`config.mk`:
```
export PLATFORM = sky130hd
export DESIGN_NAME = pin_entry_collector_flat
export DESIGN_NICKNAME = d
export VERILOG_FILES = /design/src/rtl/pin_entry_collector_pkg.sv /design/src/rtl/pin_entry_collector_if.sv /design/src/rtl/pin_entry_timer.sv /design/src/rtl/pin_entry_collector.sv /design/src/flat_wrapper.sv
export SDC_FILE = /design/constraint.sdc
export NUM_CORES = 1
export LEC_CHECK = 0
export BUFFER_PORTS_ARGS = -buffer_cell sky130_fd_sc_hd__buf_4
export CORE_UTILIZATION = 55
export CTS_BUF_LIST = sky130_fd_sc_hd__clkbuf_4 sky130_fd_sc_hd__clkbuf_8
export CTS_CLUSTER_SIZE = 30
export DETAILED_ROUTE_END_ITERATION = 10
export PLACE_DENSITY = 0.76
export SYNTH_ARGS = -nofsm -noshare
export SYNTH_HDL_FRONTEND = slang
export SYNTH_SLANG_ARGS = --single-unit
export TNS_END_PERCENT = 100
```
`constraint.sdc`:
```
create_clock -name clk -period 2.09 [get_ports clk]
set_input_delay 0.209 -clock clk [delete_from_list [all_inputs] [get_ports clk]]
set_output_delay 0.209 -clock clk [all_outputs]
set_load 0.02 [all_outputs]
```
`src/rtl/pin_entry_collector_pkg.sv`:
```
// Shared definitions for the parking gate PIN path: key codes, FSM state
// encoding, default timeout and small decode helpers.
package pin_entry_collector_pkg;

  localparam logic [3:0] KEY_CLEAR = 4'hA;
  localparam logic [3:0] KEY_ENTER = 4'hB;

  localparam int unsigned DEFAULT_TIMEOUT_CYCLES = 64;
  localparam int unsigned DEFAULT_TMR_W          = 16;

  localparam int unsigned NIB_W = 4;
  localparam int unsigned PW_W  = 8;
  localparam int unsigned CNT_W = 2;

  typedef enum logic [1:0] {
    S_IDLE = 2'd0,
    S_ONE  = 2'd1,
    S_TWO  = 2'd2
  } pin_state_e;

  typedef enum logic [1:0] {
    KC_NONE  = 2'd0,
    KC_DIGIT = 2'd1,
    KC_CLEAR = 2'd2,
    KC_ENTER = 2'd3
  } key_class_e;

  // Assembled PIN: first digit in the high nibble.
  typedef struct packed {
    logic [NIB_W-1:0] hi;
    logic [NIB_W-1:0] lo;
  } pin_t;

  // Classify an accepted key; reserved codes never reach here as accepted.
  function automatic key_class_e classify_key(input logic accept, input logic [3:0] code);
    key_class_e kc;
    kc = KC_NONE;
    if (accept) begin
      if (code == KEY_CLEAR)      kc = KC_CLEAR;
      else if (code == KEY_ENTER) kc = KC_ENTER;
      else                        kc = KC_DIGIT;
    end
    return kc;
  endfunction

  // Digits held for a given FSM state, for the display.
  function automatic logic [CNT_W-1:0] state_digits(input pin_state_e s);
    logic [CNT_W-1:0] n;
    case (s)
      S_ONE:   n = CNT_W'(1);
      S_TWO:   n = CNT_W'(2);
      default: n = CNT_W'(0);
    endcase
    return n;
  endfunction

endpackage

```
`src/rtl/pin_entry_collector_if.sv`:
```
// Keypad-side inputs and controller-side outputs of the PIN collector.
interface pin_entry_collector_if;
  import pin_entry_collector_pkg::*;

  logic             sensor_entrance;
  logic             key_valid;
  logic [NIB_W-1:0] key_code;
  logic [PW_W-1:0]  input_password;
  logic             password_valid;
  logic             entry_error;
  logic [CNT_W-1:0] digit_count;

  modport master (
    output sensor_entrance, key_valid, key_code,
    input  input_password, password_valid, entry_error, digit_count
  );

  modport slave (
    input  sensor_entrance, key_valid, key_code,
    output input_password, password_valid, entry_error, digit_count
  );

endinterface

```
`src/rtl/pin_entry_timer.sv`:
```
// Inter-key timeout counter: cleared by clr, counts while run, and flags
// expiry when the count has reached TIMEOUT_CYCLES-1.
module pin_entry_timer
  import pin_entry_collector_pkg::*;
#(
  parameter int unsigned TIMEOUT_CYCLES = DEFAULT_TIMEOUT_CYCLES,
  parameter int unsigned TMR_W          = DEFAULT_TMR_W
) (
  input  logic clk,
  input  logic reset,
  input  logic clr,
  input  logic run,
  output logic expired
);

  localparam logic [TMR_W-1:0] LAST_CNT = TMR_W'(TIMEOUT_CYCLES - 1);

  logic [TMR_W-1:0] count_q, count_d;

  // Clear has priority over counting.
  always_comb begin
    count_d = count_q;
    if (clr) begin
      count_d = '0;
    end else if (run) begin
      count_d = count_q + TMR_W'(1);
    end
  end

  // Counter register.
  always_ff @(posedge clk or posedge reset) begin
    if (reset) begin
      count_q <= '0;
    end else begin
      count_q <= count_d;
    end
  end

  assign expired = run && (count_q == LAST_CNT);

endmodule

```
`src/rtl/pin_entry_collector.sv`:
```
// Two-digit BCD PIN collector for the parking gate entrance.
// Optional build macro KEY_EDGE_DETECT_EN: key_valid is a raw level and only
// its rising edge counts as a press; otherwise every high cycle is a press.
module pin_entry_collector
  import pin_entry_collector_pkg::*;
#(
  parameter int unsigned TIMEOUT_CYCLES = DEFAULT_TIMEOUT_CYCLES,
  parameter int unsigned TMR_W          = DEFAULT_TMR_W
) (
  input logic                  clk,
  input logic                  reset,
  pin_entry_collector_if.slave bus
);

  pin_state_e       state_q, state_d;
  pin_t             pin_q, pin_d;
  logic [PW_W-1:0]  pw_q, pw_d;
  logic             pv_q, pv_d;
  logic             err_q, err_d;
  logic [CNT_W-1:0] dcnt_q, dcnt_d;

  logic             key_strobe_c;
  logic             key_accept_c;
  key_class_e       key_class_c;
  logic             tmr_clr_c;
  logic             tmr_run_c;
  logic             tmr_expired;

`ifdef KEY_EDGE_DETECT_EN
  logic key_prev_q, key_prev_d;

  // Remember last key_valid level so a held key yields one press.
  always_comb begin
    key_prev_d = bus.key_valid;
  end

  // Edge-detect register; resets low so a level high at release is a press.
  always_ff @(posedge clk or posedge reset) begin
    if (reset) begin
      key_prev_q <= 1'b0;
    end else begin
      key_prev_q <= key_prev_d;
    end
  end

  assign key_strobe_c = bus.key_valid & ~key_prev_q;
`else
  assign key_strobe_c = bus.key_valid;
`endif

  assign key_accept_c = key_strobe_c & bus.sensor_entrance & (bus.key_code <= KEY_ENTER);
  assign key_class_c  = classify_key(key_accept_c, bus.key_code);

  // Timer restarts on each accepted key and whenever the entry ends.
  assign tmr_clr_c = key_accept_c | (state_d == S_IDLE);
  assign tmr_run_c = (state_q != S_IDLE);

  pin_entry_timer #(
    .TIMEOUT_CYCLES(TIMEOUT_CYCLES),
    .TMR_W         (TMR_W)
  ) u_timer (
    .clk    (clk),
    .reset  (reset),
    .clr    (tmr_clr_c),
    .run    (tmr_run_c),
    .expired(tmr_expired)
  );

  // State register.
  always_ff @(posedge clk or posedge reset) begin
    if (reset) begin
      state_q <= S_IDLE;
    end else begin
      state_q <= state_d;
    end
  end

  // Next state: sensor drop aborts, then keys, then timeout.
  always_comb begin
    state_d = state_q;
    if (!bus.sensor_entrance) begin
      state_d = S_IDLE;
    end else begin
      case (key_class_c)
        KC_DIGIT: begin
          case (state_q)
            S_IDLE:  state_d = S_ONE;
            S_ONE:   state_d = S_TWO;
            default: state_d = S_IDLE;
          endcase
        end
        KC_CLEAR: state_d = S_IDLE;
        KC_ENTER: state_d = S_IDLE;
        default: begin
          if (tmr_expired) begin
            state_d = S_IDLE;
          end
        end
      endcase
    end
  end

  // Next values of nibbles, published PIN and strobes.
  always_comb begin
    pin_d  = pin_q;
    pw_d   = pw_q;
    pv_d   = 1'b0;
    err_d  = 1'b0;
    dcnt_d = state_digits(state_d);
    if (bus.sensor_entrance) begin
      case (key_class_c)
        KC_DIGIT: begin
          case (state_q)
            S_IDLE:  pin_d.hi = bus.key_code;
            S_ONE:   pin_d.lo = bus.key_code;
            default: err_d    = 1'b1;
          endcase
        end
        KC_ENTER: begin
          if (state_q == S_TWO) begin
            pv_d = 1'b1;
            pw_d = pin_q;
          end else begin
            err_d = 1'b1;
          end
        end
        KC_CLEAR: ;
        default: begin
          if (tmr_expired) begin
            err_d = 1'b1;
          end
        end
      endcase
    end
    // Partial digits never survive a return to IDLE.
    if (state_d == S_IDLE) begin
      pin_d = '0;
    end
  end

  // Datapath and output registers.
  always_ff @(posedge clk or posedge reset) begin
    if (reset) begin
      pin_q  <= '0;
      pw_q   <= '0;
      pv_q   <= 1'b0;
      err_q  <= 1'b0;
      dcnt_q <= '0;
    end else begin
      pin_q  <= pin_d;
      pw_q   <= pw_d;
      pv_q   <= pv_d;
      err_q  <= err_d;
      dcnt_q <= dcnt_d;
    end
  end

  assign bus.input_password = pw_q;
  assign bus.password_valid = pv_q;
  assign bus.entry_error    = err_q;
  assign bus.digit_count    = dcnt_q;

endmodule

```
`src/flat_wrapper.sv`:
```
// flat-port wrapper written by rule: the top's interface ports become plain ports
module pin_entry_collector_flat import pin_entry_collector_pkg::*;
#(
  parameter int unsigned TIMEOUT_CYCLES = DEFAULT_TIMEOUT_CYCLES,
  parameter int unsigned TMR_W          = DEFAULT_TMR_W
)
  (clk, reset, bus_sensor_entrance, bus_key_valid, bus_key_code, bus_input_password, bus_password_valid, bus_entry_error, bus_digit_count);
  pin_entry_collector_if bus_i ();
  input logic clk;
  input logic reset;
  input wire logic [$bits(bus_i.sensor_entrance)-1:0] bus_sensor_entrance;
  input wire logic [$bits(bus_i.key_valid)-1:0] bus_key_valid;
  input wire logic [$bits(bus_i.key_code)-1:0] bus_key_code;
  output wire logic [$bits(bus_i.input_password)-1:0] bus_input_password;
  output wire logic [$bits(bus_i.password_valid)-1:0] bus_password_valid;
  output wire logic [$bits(bus_i.entry_error)-1:0] bus_entry_error;
  output wire logic [$bits(bus_i.digit_count)-1:0] bus_digit_count;
  assign bus_i.sensor_entrance = bus_sensor_entrance;
  assign bus_i.key_valid = bus_key_valid;
  assign bus_i.key_code = bus_key_code;
  assign bus_input_password = bus_i.input_password;
  assign bus_password_valid = bus_i.password_valid;
  assign bus_entry_error = bus_i.entry_error;
  assign bus_digit_count = bus_i.digit_count;
  pin_entry_collector #(.TIMEOUT_CYCLES(TIMEOUT_CYCLES), .TMR_W(TMR_W)) u_core (.clk(clk), .reset(reset), .bus(bus_i));
endmodule
```
After elaboration in Yosys (flattened, before gate mapping)
Cells that the tools add are included.
- word-level logic and storage cells: 60
- input port bits: 8
- register bits: 38
- $lt $le $gt $ge: 1
- $add $sub $neg: 1
- bitwise logic cells: 3
- mux-type cells: 23
- equal/unequal tests: 10
- reductions and logical operators: 14
- operators with widths (cell ; number):
    2-to-1 mux 16 bit ; 2
    2-to-1 mux 8 bit ; 3
    adder 16 x 1 -> 16 bit, second input constant ; 1
    == test 16 x 6 -> 1 bit, second input constant ; 1
    one-hot mux 2 bit (2 select lines) ; 3
    nonzero test 2 bit ; 6
    2-to-1 mux 2 bit ; 5
    AND reduction 3 bit ; 3
    == test 2 bit, second input constant ; 4
    == test 4 bit, second input constant ; 2
    2-to-1 mux 4 bit ; 2
    2-to-1 mux 1 bit ; 7
    == test 2 x 1 -> 1 bit, second input constant ; 3
    less-or-equal comparator 4 bit, second input constant ; 1
    zero test 2 bit ; 2
    OR reduction 2 bit ; 2
    one-hot mux 1 bit (3 select lines) ; 1
    AND 1 bit ; 2
    logical AND 1 bit ; 1
    OR 1 bit ; 1

Logic depth before layout (Yosys ltp)
- word-level depth: 11
- mapped depth: 6

Hierarchy
Synthesis repeated with hierarchy kept, for this count alone.
- cell total of the unflattened synthesis: 162
- area total of the unflattened synthesis: 1849.3 um2
- modules (own cells, without submodules) (module ; times used ; sequential area each (um2) ; cells an instance ; area each (um2)):
    pin_entry_collector ; 1 ; 550.5 ; 78 ; 1004.7
    pin_entry_timer ; 1 ; 400.4 ; 84 ; 844.6

Worst setup path after synthesis
No wires, ideal clock.
- path kind: reg-to-reg
- start point: register u_core.u_timer.count_q[6]
- end point: register u_core.dcnt_q[0], in the netlist u_core.bus.digit_count[0]
- cell stages (with the launch flop): 5
- slack: 0.229 ns
- library setup time: 0.130 ns
- required time: 1.960 ns
- period minus slack after synthesis: 1.861 ns
- path buffers: 0
- arrival: 1.732 ns
- path through: dfrtp_1 > or4_4 > or4b_4 > o31ai_4 > a211oi_1
- word-level cells in the longest chain between the ends: 7
- elaborated cells between the ends (all ways): 8
- those cells by class: eq/ne (3); mux (4); reduce/logical (1)
- RTL lines (what ; line ; source):
    from (decl) ; pin_entry_timer.sv:18 ; logic [TMR_W-1:0] count_q, count_d;
    from (signal assigned) ; pin_entry_timer.sv:35 ; count_q <= count_d;
    == test 16 x 6 -> 1 bit * ; pin_entry_timer.sv:39 ; assign expired = run && (count_q == LAST_CNT);
    logical AND 1 bit * ; pin_entry_timer.sv:39 ;
    2-to-1 mux 2 bit * ; pin_entry_collector.sv:95 ; if (tmr_expired) begin
    one-hot mux 2 bit (2 select lines) * ; pin_entry_collector.sv:84 ; case (key_class_c)
    2-to-1 mux 2 bit * ; pin_entry_collector.sv:81 ; if (!bus.sensor_entrance) begin
    == test 2 bit / == test 2 x 1 -> 1 bit (equally long branches) ; pin_entry_collector_pkg.sv:49 ; case (s)
    one-hot mux 2 bit (2 select lines) * ; pin_entry_collector_pkg.sv:49 ;
    named net u_core.dcnt_d[0] ; pin_entry_collector.sv:20 ; logic [CNT_W-1:0] dcnt_q, dcnt_d;
    to (signal assigned) ; pin_entry_collector.sv:154 ; dcnt_q <= dcnt_d;
    to (decl) ; pin_entry_collector.sv:20 ;
Mark *: on every way through the listed nets, which the timed path passes. The rest lies on a longest branch.
A chain may end at the register's enable or synchronous reset.

Worst setup path after layout
- start point: register u_core.u_timer.count_q[6]
- end point: register u_core.state_q[1]
- word-level cells in the longest chain between the ends: 5
- RTL lines (what ; line ; source):
    == test 16 x 6 -> 1 bit ; pin_entry_timer.sv:39 ;
    logical AND 1 bit ; pin_entry_timer.sv:39 ;
    2-to-1 mux 2 bit ; pin_entry_collector.sv:95 ;
    one-hot mux 2 bit (2 select lines) ; pin_entry_collector.sv:84 ;
    2-to-1 mux 2 bit ; pin_entry_collector.sv:81 ;
    named net u_core.state_d[1] ; pin_entry_collector.sv:15 ; pin_state_e state_q, state_d;
    to (signal assigned) ; pin_entry_collector.sv:74 ; state_q <= state_d;
    to (decl) ; pin_entry_collector.sv:15 ;
The timed path passes the listed nets, and every way through them passes these cells.

==> flow_summary.toml <==
[timing]
rsz0062_at_grt = "no"
holdWs_ns = 0.145
max_slew_margin = 0.695
worst_slack_ns = 0.119
fin_crit_sh = 0.943
hold_violations = 0
skew_ns = 0.0175
final_max_slew_viol_count = 0
worst_slew_pin_slew_ns = 0.457
setup_viol = 0
period_minus_slack_ns = 1.97
max_clock_freq_ghz = 0.507
tns_ns = 0

[clock_tree]
cts_tree = "yes"
cts_resized = 0
cts_hold_buf = 1
h-tree-depth = 2
post-cts-setup-buffer-count = 0
cts_root_buf = "clkbuf_4"
clk_path_buf_depth = 2
clkLatencyLatePin_ns = 0.34
path_clk_slew_ns = 0.12
numCtsBuffers = 5
cts_sinks = 38

[critical_path]
reg2reg_setup_slack_ns = 0.12
r2r_cells = 4
start_kind = "flop"
worstSetupPathType = "flop to flop"
r2r-end = "u_core.state_q[1]$_DFF_PP0_"
critPathArrivalTime_ns = 2.19
r2r_start = "u_core.u_timer.count_q[6]$_DFFE_PP0P_"
critPathMaxFanout = 5
cp.required_ns = 2.31
critPathCaptureType = "flop"

[power]
ir_drop_v = 0.000395
p_clk_frac = 0.369
cellPowerDensity_nw_per_um2 = 633
leakage_uw = 0.000960
power_frac_seq = 0.562
p_sw_frac = 0.231
p_switching_uw = 308
comb_power_share = 0.069
finalPower_uw = 1340
p_int_uw = 1030

[logic_synthesis]
ys.flop_type = "dfrtp_1"
ys_types = 34
async_reset_ff_frac = 1.00
syn-cell-area_um2 = 1790
yosys_warnings = 0
ys_seq_area_frac = 0.530
synth.avg_cell_area_um2 = 10.7
ys_ff_latch = 38
syn_inst = 168
synth-edff-count = 0
syn-num-nets = 177

[placed_design]
dpl.cell_count = 232
hpwl_um = 2460
portBuffers = 19
post-place-ws_ns = 0.148
gp_congestion = 0.802

[min_path]
worstHoldStart = "bus_sensor_entrance"
min_path_cells = 3
whs_endpoint = "u_core.bus.digit_count[0]$_DFF_PP0_"
min_path_type = "input pin to flop"

[final_layout]
final.fill_count = 241
drive_gt1_frac = 0.249
antennaDiodeCount = 0
area_delta_synth_final_pct = 17.6
stdcell_count = 241
num-nets-final = 205

[routing]
post-route-drc-count = 0
vias_per_cell = 5.48
drt_iter0_markers = 66
antenna_left = 0
dr.pass1.iters = 4
wl_um = 3450
drt-wirelength-per-cell_um = 14.3
num_vias = 1321

[outcome]
outcome = "finished clean"

[floorplan]
die-area_um2 = 3490
fp.dieW_um = 59.1
fp.dieH_um = 59.1
start_util = 0.583
ios = 20
core_um2 = 3080
fp-row-count = 20

[grt]
grt_start_max_net_pins = 39
track_usage = 0.217
grt_pass1_vias = 1268
antenna_found_initial = 0
overflow = 0
grt_pass1_wl_um = 5600

[run]
maxCapViolations = 0
[cell type report]
type | instances | area (um^2) | area share
clock buffer | 5 | 37.5 | 0.0178
clock inverter | 3 | 45.0 | 0.0213
inverter | 6 | 22.5 | 0.0107
multi-input combinational | 118 | 795 | 0.376
sequential | 38 | 951 | 0.451
tap | 44 | 55.1 | 0.0261
timing repair buffer | 27 | 205 | 0.0972
[routing by layer]
metal / share of wire / wire [um] / GRT usage
met1: 0.46 / 1580 / 0.297
met2: 0.49 / 1680 / 0.338
met3: 0.048 / 167 / 0.0546
met4: 0.0055 / 19 / 0.0748
met5: 0 / 0 / 0
[per-stage QoR]
step                      cell area [um^2]   util
after floorplan                       1790      -
after global placement                2020  0.656
after detailed placement              2020  0.656
after CTS                             2110  0.686
after global routing                  2110  0.686
final                                 2110  0.686
[synthesized netlist by cell type, types with 5 or more instances]
master | instances | area share
a21oi_1 | 11 | 0.031
dfrtp_1 | 38 | 0.53
inv_1 | 6 | 0.013
mux2_2 | 8 | 0.050
mux2i_1 | 8 | 0.045
nand2_1 | 11 | 0.023
nand4_1 | 7 | 0.024
nor2_1 | 18 | 0.038
nor3_1 | 5 | 0.014
nor4_1 | 5 | 0.017
xnor2_1 | 10 | 0.049
[flip-flops by register name, summed over array words and instances, names as in the netlist]
name,flops
u_core.bus.password_valid,1
u_core.state_q,2
u_core.pin_q,8
u_core.bus.input_password,8
u_core.bus.digit_count,2
u_core.bus.entry_error,1
u_core.u_timer.count_q,16
[critical path, stage by stage (launching register included)]
cell and delay [ns]:
dfrtp_1 0.44, or4_4 0.55, or4b_4 0.56, o31ai_4 0.22
a21oi_1 0.09
[cells by family after synthesis]
group / Yosys count / share of synthesized area
simple gates: 64 / 0.191
flops: 38 / 0.530
compound gates: 24 / 0.0865
mux: 16 / 0.0948
xor+xnor: 13 / 0.0635
buf+inv: 12 / 0.0272
fa+ha+maj: 1 / 0.00697
[power groups by stage]
stage,logic [uW],registers [uW],clock network (uW)
CTS,93.2,750,508
global placement,88.7,764,0
finish,91.9,751,492
floorplan,56.0,763,0
global route,102,752,535
detailed placement,91.6,765,0
[cell usage in the layout, fill, tap and decap left out, drive strengths merged, types with 4 or more instances in the layout]
master	netlist	layout
mux2i	8	8
dfrtp	38	38
nor4	5	5
nand3	4	4
nor3	6	6
mux2	8	8
inv	6	6
nor2	18	18
nand4	7	7
xnor2	10	10
a21oi	11	11
buf	3	26
clkbuf	3	5
nand2	11	11
o21ai	7	7
[worst max-delay path by stage]
| stage | end | slack, ns | start | depth (start not counted) |
|---|---|---|---|---|
| final | u_core.state_q[1]$_DFF_PP0_ | 0.12 | u_core.u_timer.count_q[6]$_DFFE_PP0P_ | 4 |
| after global routing | u_core.state_q[1]$_DFF_PP0_ | 0.08 | u_core.u_timer.count_q[6]$_DFFE_PP0P_ | 4 |
| after CTS | u_core.state_q[1]$_DFF_PP0_ | 0.12 | u_core.u_timer.count_q[6]$_DFFE_PP0P_ | 4 |
| after detailed placement | u_core.state_q[1]$_DFF_PP0_ | 0.15 | u_core.u_timer.count_q[6]$_DFFE_PP0P_ | 4 |
| after global placement | u_core.bus.digit_count[0]$_DFF_PP0_ | 0.20 | u_core.u_timer.count_q[6]$_DFFE_PP0P_ | 4 |
| after floorplan | u_core.bus.digit_count[0]$_DFF_PP0_ | 0.23 | u_core.u_timer.count_q[6]$_DFFE_PP0P_ | 4 |
(Power assumes the default switching activity.)
